<file path="src/rtl/amoa_pkg.sv">
`default_nettype none
// amoa_pkg: adder constants, the frame-result record and a width helper,
// shared by the adder wrapper, the operand feeder and the sum accumulator.
package amoa_pkg;

  localparam int SUM_W = 11;
  localparam int LAT   = 2;

  function automatic int clog2(input int value);
    int r;
    r = 0;
    for (int i = 0; i < 31; i++) begin
      if ((1 << i) < value) r = i + 1;
    end
    return r;
  endfunction

  localparam int ACC_LEN_DEF = 16;
  localparam int ACC_W_DEF   = SUM_W + clog2(ACC_LEN_DEF);

  typedef struct packed {
    logic [ACC_W_DEF-1:0] data;
    logic [7:0]           id;
  } acc_entry_t;

endpackage
`default_nettype wire

</file>
<file path="src/rtl/amoa_sync_fifo.sv">
`default_nettype none
// amoa_sync_fifo: synchronous FIFO, output taken straight from storage so a
// push becomes visible one cycle later; pushes when full and pops when empty are dropped.
module amoa_sync_fifo
  import amoa_pkg::*;
#(
  parameter int DEPTH = 4,
  parameter int WIDTH = 23
) (
  input  logic                   clk,
  input  logic                   rst_n,
  input  logic                   push,
  input  logic [WIDTH-1:0]       push_data,
  input  logic                   pop,
  output logic [WIDTH-1:0]       pop_data,
  output logic [clog2(DEPTH):0]  level
);

  localparam int AW = clog2(DEPTH);
  localparam logic [AW:0] FULL = (AW + 1)'(DEPTH);

  logic [WIDTH-1:0] mem [DEPTH];
  logic [AW-1:0]    wr_ptr;
  logic [AW-1:0]    rd_ptr;
  logic             do_push;
  logic             do_pop;

  assign do_push  = push && (level != FULL);
  assign do_pop   = pop && (level != '0);
  assign pop_data = mem[rd_ptr];

  always_ff @(posedge clk or negedge rst_n) begin
    if (!rst_n) begin
      wr_ptr <= '0;
      rd_ptr <= '0;
      level  <= '0;
      for (int i = 0; i < DEPTH; i++) mem[i] <= '0;
    end else begin
      if (do_push) begin
        mem[wr_ptr] <= push_data;
        wr_ptr      <= wr_ptr + AW'(1);
      end
      if (do_pop) rd_ptr <= rd_ptr + AW'(1);
      if (do_push && !do_pop)      level <= level + (AW + 1)'(1);
      else if (!do_push && do_pop) level <= level - (AW + 1)'(1);
    end
  end

endmodule
`default_nettype wire

</file>
<file path="src/rtl/amoa_sum_accum.sv">
`default_nettype none
// amoa_sum_accum: collects ACC_LEN adder sums per frame into a result FIFO and
// grants launch credit so a frame never starts without a free result slot.
module amoa_sum_accum
  import amoa_pkg::*;
#(
  parameter int ACC_LEN    = 16,
  parameter int ACC_W      = SUM_W + clog2(ACC_LEN),
  parameter int FIFO_DEPTH = 4
) (
  input  logic                        clk,
  input  logic                        rst_n,
  input  logic                        op_valid,
  output logic                        op_ready,
  input  logic [SUM_W-1:0]            sum_in,
  output logic [ACC_W-1:0]            acc_data,
  output logic [7:0]                  acc_id,
  output logic                        acc_valid,
  input  logic                        acc_ready,
  output logic [clog2(FIFO_DEPTH):0]  fifo_lvl
);

  localparam int CW = (ACC_LEN > 1) ? clog2(ACC_LEN) : 1;
  localparam int LW = clog2(FIFO_DEPTH) + 1;
  localparam logic [CW-1:0] LAST = CW'(ACC_LEN - 1);

  logic             launch;
  logic             sample;
  logic             last_sum;
  logic             push;
  logic             frame_start;
  logic [LAT-1:0]   vpipe;
  logic [CW-1:0]    scnt;
  logic [CW-1:0]    lcnt;
  logic [ACC_W-1:0] acc;
  logic [ACC_W-1:0] acc_next;
  logic [7:0]       id;
  logic [LW-1:0]    pend;
  logic [ACC_W+7:0] fifo_dout;

  assign launch      = op_valid & op_ready;
  assign sample      = vpipe[LAT-1];
  assign last_sum    = (scnt == LAST);
  assign push        = sample & last_sum;
  assign frame_start = launch & (lcnt == '0);
  assign acc_next    = acc + ACC_W'(sum_in);
  assign acc_valid   = (fifo_lvl != '0);

  // A frame reserves its result slot at its first launch; later launches ride on it.
  assign op_ready = (lcnt != '0) | ((fifo_lvl + pend) < LW'(FIFO_DEPTH));

  always_ff @(posedge clk or negedge rst_n) begin
    if (!rst_n) begin
      vpipe <= '0;
      scnt  <= '0;
      lcnt  <= '0;
      acc   <= '0;
      id    <= '0;
      pend  <= '0;
    end else begin
      vpipe <= LAT'({vpipe, launch});
      if (launch) lcnt <= (lcnt == LAST) ? '0 : lcnt + CW'(1);
      if (sample) begin
        if (last_sum) begin
          acc  <= '0;
          scnt <= '0;
          id   <= id + 8'd1;
        end else begin
          acc  <= acc_next;
          scnt <= scnt + CW'(1);
        end
      end
      if (frame_start && !push)      pend <= pend + LW'(1);
      else if (!frame_start && push) pend <= pend - LW'(1);
    end
  end

  amoa_sync_fifo #(
    .DEPTH (FIFO_DEPTH),
    .WIDTH (ACC_W + 8)
  ) u_fifo (
    .clk       (clk),
    .rst_n     (rst_n),
    .push      (push),
    .push_data ({acc_next, id}),
    .pop       (acc_valid & acc_ready),
    .pop_data  (fifo_dout),
    .level     (fifo_lvl)
  );

  assign {acc_data, acc_id} = fifo_dout;

endmodule
`default_nettype wire
</file>
<file path="config.mk">
export PLATFORM = sky130hd
export DESIGN_NAME = amoa_sum_accum
export DESIGN_NICKNAME = d
export VERILOG_FILES = /design/src/rtl/amoa_pkg.sv /design/src/rtl/amoa_sync_fifo.sv /design/src/rtl/amoa_sum_accum.sv
export SDC_FILE = /design/constraint.sdc
export NUM_CORES = 1
export LEC_CHECK = 0
export ABC_CLOCK_PERIOD_IN_PS = 3100
export BUFFER_PORTS_ARGS = -buffer_cell sky130_fd_sc_hd__buf_2
export CAP_MARGIN = 5
export CORE_MARGIN = 3
export CORE_UTILIZATION = 50
export CTS_CLUSTER_SIZE = 14
export DETAILED_ROUTE_END_ITERATION = 10
export HOLD_SLACK_MARGIN = 0.03
export PLACE_DENSITY = 0.68
export SLEW_MARGIN = 10
export SYNTH_ARGS = -nofsm -noshare
export SYNTH_HDL_FRONTEND = slang
export SYNTH_SLANG_ARGS = --single-unit
</file>
<file path="constraint.sdc">
create_clock -name clk -period 3.1 [get_ports clk]
set_clock_uncertainty 0.05 [all_clocks]
set_input_delay 0.155 -clock clk [delete_from_list [all_inputs] [get_ports clk]]
set_output_delay 0.155 -clock clk [all_outputs]
set_load 0.01 [all_outputs]
</file>
==> results of run 1 <==
Yosys cell counts (all sizes together) (3+ instances only):
master and n:
nand4 3, dfrtp 135, nor3 5, ha 22, a22o 12, and3 3
mux2 88, inv 12, buf 11, clkbuf 10, nand2 39, mux2i 3
o21ai 21, nand3 12, a21oi 16, fa 3, xor2 10, xnor2 19
mux4 23, nor2 13, a31oi 3
through the flow:
step	setup WS (ns)	area [sq um]	hold WS, ns	instances
4_1_cts	0.361	7770	0.160	720
5_1_grt	0.187	7770	0.203	720
2_1_floorplan	0.412	6750	-0.191	488
6_report	0.374	7770	0.163	720
3_5_place_dp	0.372	7100	0.0698	686
3_3_place_gp	0.456	7100	0.0632	686
worst min path at each step:
stage          slack (ns)        endpoint  depth (start not counted)
2_1_floorplan       -0.19          acc[0]                          0
3_3_place_gp         0.06          acc[1]                          1
3_5_place_dp         0.07  u_fifo.mem[81]                          1
4_1_cts              0.16  u_fifo.mem[58]                          2
5_1_grt              0.20  u_fifo.mem[81]                          2
6_report             0.16  u_fifo.mem[81]                          2
critical path, delay by kind of cell, from the launching register on:
kind / cells / cell delay [ns]
AOI/OAI and AO/OA: 1 / 0.20
xor gates and xnor gates: 1 / 0.13
buffers and inverters: 2 / 0.14
DFF: 1 / 0.44
muxes: 1 / 0.27
adders and majority gates: 3 / 0.90
and+or+nand+nor: 3 / 0.47
per-layer routing:
| layer | share of wire | global-route usage | vias to the layer above | routed length, um |
|---|---|---|---|---|
| met1 | 0.47 | 0.259 | 2111 | 6140 |
| met5 | 0 | 0 | - | 0 |
| li1 | - | - | 1878 | - |
| met3 | 0.036 | 0.0475 | 22 | 482 |
| met2 | 0.48 | 0.308 | 64 | 6330 |
| met4 | 0.019 | 0.0896 | 0 | 252 |
registers in the layout (all words and copies together), names as in the netlist:
name	count
acc	15
id	8
lcnt	4
pend	3
scnt	4
u_fifo.level	3
u_fifo.mem	92
u_fifo.rd_ptr	2
u_fifo.wr_ptr	2
vpipe	2
where the power goes:
part	internal, mW	switching (mW)	total, mW
Combinational	1.25	1.37	2.62
Clock	1.45	0.719	2.17
Sequential	2.19	0.412	2.61
placed cells by master, fill, tap and decap left out, drive strengths merged, types with 3 or more instances in the layout:
master and instances:
a31oi 3, mux2i 3, ha 22, nand2 39, fa 3, a21oi 16
and3 3, nor2 13, mux4 23, xor2 10, buf 47, inv 12
nand4 3, dfrtp 135, clkbuf 24, nor3 5, bufinv 4, a22o 12
o21ai 21, xnor2 19, mux2 88, dlygate4sd3 3, nand3 12
cell type report:
| cell class | count | area [sq um] |
|---|---|---|
| clock buffer | 24 | 502 |
| clock inverter | 7 | 140 |
| fill | 1022 | 5160 |
| inverter | 12 | 50.0 |
| multi-input combinational | 320 | 3180 |
| sequential | 135 | 3380 |
| tap | 172 | 215 |
| timing repair buffer | 50 | 305 |
cells by family after synthesis:
| logic type | Yosys count |
|---|---|
| fa+ha+maj | 25 |
| compound gates | 68 |
| buf+inv | 33 |
| mux | 114 |
| flops | 135 |
| simple gates | 84 |
| xor+xnor | 29 |
==> metrics.cfg, run 1 <==
[run_status]
status = completed

[yosys]
synth-async-reset-ratio = 1.00
yosysTopAreaCell = dfrtp_1
synthSimpleGateAreaFrac = 0.0647
synth_mux_area_frac = 0.247
synth_xor_area_frac = 0.0376
synth_cell_type_count = 51
synth_top_family_by_area = multiplexers
ys.flop_type = dfrtp_1
syn_nets = 528
synth_compound_area_frac = 0.0717
synth.avg_cell_area_sq_um = 13.8
synth_area_sq_um = 6750
synth_adder_area_share = 0.0497
synth-seq-cells = 135
ys_warn_count = 0
yosysTopAreaCellShare = 0.500
yosys-top-cells-area = dfrtp_1 (50%), mux2_4 (7.8%), mux4_2 (7.7%), mux2_2 (6.5%), ha_1 (4.1%)
synth-edff-count = 0
yosysSeqAreaShare = 0.500
synthCells = 488

[final_layout]
diodes = 0
fin_nets = 576
layout-drive-gt1-share = 0.338
area_growth_pct = 15.1
utilization = 0.601

[cts]
cts_tree = done
cts_resized = 0
path_clk_slew_ns = 0.05
clock_path_buffers = 2
cts_made_buffers = 17
cts_max_level = 4
worstSkewPairLatency_ns = 0.42
postCtsHoldBufs = 3
clock_sinks = 135
cts_setup_buffers = 0
cts_root_buf = clkbuf_16

[die]
num_rows = 41
die_width_um = 122
die_h_um = 122
io_pins = 43
start_util = 0.522
coreArea_sq_um = 12900
dieArea_sq_um = 14900

[timing]
hold_viol_final = 0
post-route-period-util = 0.879
finalSetupViolCount = 0
min_period_ns = 2.73
relSlewSlack = 0.582
max_freq_mhz = 367
rsz0062_at_grt = no
worst_slew_pin_slew_ns = 0.617
final.setup.tns_ns = 0
slew_viol_final = 0

[placed_design]
place_congestion = 0.790
dp_hpwl_mm = 8.29
io_buffer_count = 42

[detailed_routing]
drt_wl_total_mm = 13.2
drc = 0
drt_iter0_markers = 212
drt.antenna.violating_nets = 0
routed-via-count = 4075
drt-vias-per-instance = 5.66
wire_per_inst_um = 18.3
drtPass1Iterations = 4

[power]
finalPower_mw = 7.40
vdd_drop_max_mv = 0.572
p_leak_nw = 3.72
cellPowerDensity_nw_per_um2 = 952

[global_routing]
gr-usage-all-layers = 0.196
grt_pass1_wl_mm = 22.3
grt-ovfl-total = 0
grt_start_max_net_pins = 105
antenna_found_initial = 0
grt_pass1_vias = 4340

[critical_path]
r2r-start = u_fifo.level[1]
r2r_cells = 11
worstPathArrival_ns = 2.98
critPathRequiredTime_ns = 3.35
cp_slowest_cell = dfrtp_1
cp-end-kind = flop
timing.rr.end = pend[1]
worst_setup_path_start_kind = flop
rrSetupSlack_ns = 0.37
crit_type = reg2reg
crit_chain = ha_1 > a31oi_1 > xnor2_1 > nand3_1 > nand2_1 > inv_1 > and3_1 > ha_1 > inv_1 > fa_1 > mux2_2
crit_start = u_fifo.level[1]
slowest_delay_ns = 0.44
worst-path-max-fanout = 6
endpoint = pend[1]

[worst_hold_path]
hp-class = in2async

[flow_run]
drv_cap = 0

Power figures use the tool's default switching activity.
==> run 2, diff against run 1 <==
--- a/config.mk
+++ b/config.mk
@@ -14,6 +14,7 @@
 export DETAILED_ROUTE_END_ITERATION = 10
 export HOLD_SLACK_MARGIN = 0.03
 export PLACE_DENSITY = 0.68
+export REMOVE_ABC_BUFFERS = 1
 export SLEW_MARGIN = 10
 export SYNTH_ARGS = -nofsm -noshare
 export SYNTH_HDL_FRONTEND = slang
==> run 2 against run 1 <==
Net effect:
- cell count is 0.28% higher
- hold slack better by 0.038 ns
- maximum frequency about the same
- non-clock buffer count is 1 higher
- sequential share of layout area rose by 0.063 points
- critical path type unchanged
- power shrank 0.94%
- routed wire length decreased by 0.23%
- largest power group unchanged
- sequential power about the same
- combinational power is essentially flat
- die area did not move
==> metrics.cfg, run 2 (same netlist as run 1, synthesis figures left out) <==
[detailed_routing]
drtPass1Iterations = 4
routed-via-count = 4085
drc = 0
drt-vias-per-instance = 5.66
drt_iter0_markers = 245
wire_per_inst_um = 18.3
drt.antenna.violating_nets = 0
drt_wl_total_mm = 13.2

[timing]
worst_slew_pin_slew_ns = 0.729
hold_viol_final = 0
finalSetupViolCount = 0
fin_ws_ns = 0.373
post-route-period-util = 0.880
rsz0062_at_grt = no
max_freq_mhz = 367
relSlewSlack = 0.514
min_period_ns = 2.73
final.setup.tns_ns = 0
slew_viol_final = 0

[critical_path]
crit_start = u_fifo.level[1]
r2r_cells = 11
crit_chain = ha_1 > a31oi_1 > xnor2_1 > nand3_1 > nand2_1 > inv_1 > and3_1 > ha_1 > inv_1 > fa_1 > mux2_2
cp_slowest_cell = dfrtp_1
timing.rr.end = pend[1]
rrSetupSlack_ns = 0.37
worst-path-max-fanout = 6
endpoint = pend[1]
worstPathArrival_ns = 2.97
critPathRequiredTime_ns = 3.34
cp-end-kind = flop
slowest_delay_ns = 0.44
crit_type = reg2reg
r2r-start = u_fifo.level[1]
worst_setup_path_start_kind = flop

[final_layout]
seq_area_sq_um = 3380
multiInputGateArea_sq_um = 3180
utilization = 0.600
regMostFlops = u_fifo.mem
layout_common_cells = dfrtp_1 (135), buf_2 (41), mux2_2 (39)
area_growth_pct = 14.9
diodes = 0
largest_reg_flops = 92
fin_nets = 577
final_common_cell = dfrtp_1
top_regs = u_fifo.mem (92), acc (15), id (8)
nFillCells = 1047
stdcell_count = 722
layout-drive-gt1-share = 0.340

[cts]
cts_resized = 0
worstSkewPairLatency_ns = 0.41
cts_root_buf = clkbuf_16
cts_max_level = 4
clock_sinks = 135
path_clk_slew_ns = 0.06
cts_tree = done
cts_made_buffers = 17
clock_path_buffers = 2

[global_routing]
grt_start_max_net_pins = 62
grt_pass1_wl_mm = 21.9
grt_pass1_vias = 4225
antenna_found_initial = 0
grt-ovfl-total = 0
gr-usage-all-layers = 0.192

[power]
vdd_drop_max_mv = 0.518
finalPower_mw = 7.33
p_leak_nw = 3.72
cellPowerDensity_nw_per_um2 = 944

[placed_design]
preCtsSetupSlack_ns = 0.396
dp_hpwl_mm = 8.42
io_buffer_count = 42
dp.cells = 687
place_congestion = 0.831

[die]
io_pins = 43
die_h_um = 122
die_width_um = 122
dieArea_sq_um = 14900
start_util = 0.522
coreArea_sq_um = 12900
num_rows = 41

[run_status]
status = completed

[flow_run]
drv_cap = 0

[worst_hold_path]
hp-class = in2async

==> run 2: how the worst min path moves through the flow <==
| stage | startpoint | to | slack, ns | cells after the start |
|---|---|---|---|---|
| 3_3_place_gp | rst_n | u_fifo.mem[58] | 0.10 | 1 |
| 6_report | rst_n | u_fifo.mem[58] | 0.20 | 2 |
| 3_5_place_dp | rst_n | u_fifo.mem[58] | 0.11 | 1 |
| 2_1_floorplan | rst_n | acc[0] | -0.19 | 0 |
| 4_1_cts | sum_in[0] | acc[0] | 0.18 | 3 |
| 5_1_grt | sum_in[0] | acc[0] | 0.21 | 3 |
==> run 2: layout make-up <==
type	count	area share
clock buffer	20	0.0576
clock inverter	12	0.0227
inverter	12	0.00645
multi-input combinational	320	0.410
sequential	135	0.435
tap	172	0.0277
timing repair buffer	51	0.0403
==> run 2: routing by layer <==
layer | track usage | wire length (um) | part of all wire | vias up
li1 | - | - | - | 1879
met1 | 0.262 | 6160 | 0.47 | 2120
met2 | 0.301 | 6330 | 0.48 | 72
met3 | 0.0530 | 548 | 0.042 | 14
met4 | 0.0630 | 147 | 0.011 | 0
met5 | 0 | 0 | 0 | -
==> run 2: where the power goes <==
group | total, mW | internal (mW) | switching [mW] | leakage (nW)
sequential | 2.60 | 2.19 | 0.407 | 1.69
clock | 2.11 | 1.37 | 0.747 | 0.300
combinational | 2.61 | 1.25 | 1.36 | 1.73
total | 7.33 | 4.81 | 2.51 | 3.72
==> run 2: critical path, delay by kind of cell, from the launching register on <==
family / cells / cell delay, ns
AO/OA/AOI/OAI: 1 / 0.19
multiplexers: 1 / 0.27
AND/OR/NAND/NOR: 3 / 0.45
flip-flops: 1 / 0.44
XOR/XNOR: 1 / 0.14
buffers and inverters: 2 / 0.14
adder cells (fa/ha/maj): 3 / 0.91
==> run 2: timing repair <==
action                                 CTS  global route
endpoints found under the hold margin   40             0
buffers inserted                         0             0
hold buffers                             3             0
==> run 2: per-stage QoR <==
stage / hold WS (ns) / cell area (sq um)
2_1_floorplan: -0.191 / 6610
3_3_place_gp: 0.102 / 7110
3_5_place_dp: 0.109 / 7110
4_1_cts: 0.184 / 7760
5_1_grt: 0.208 / 7760
6_report: 0.200 / 7760
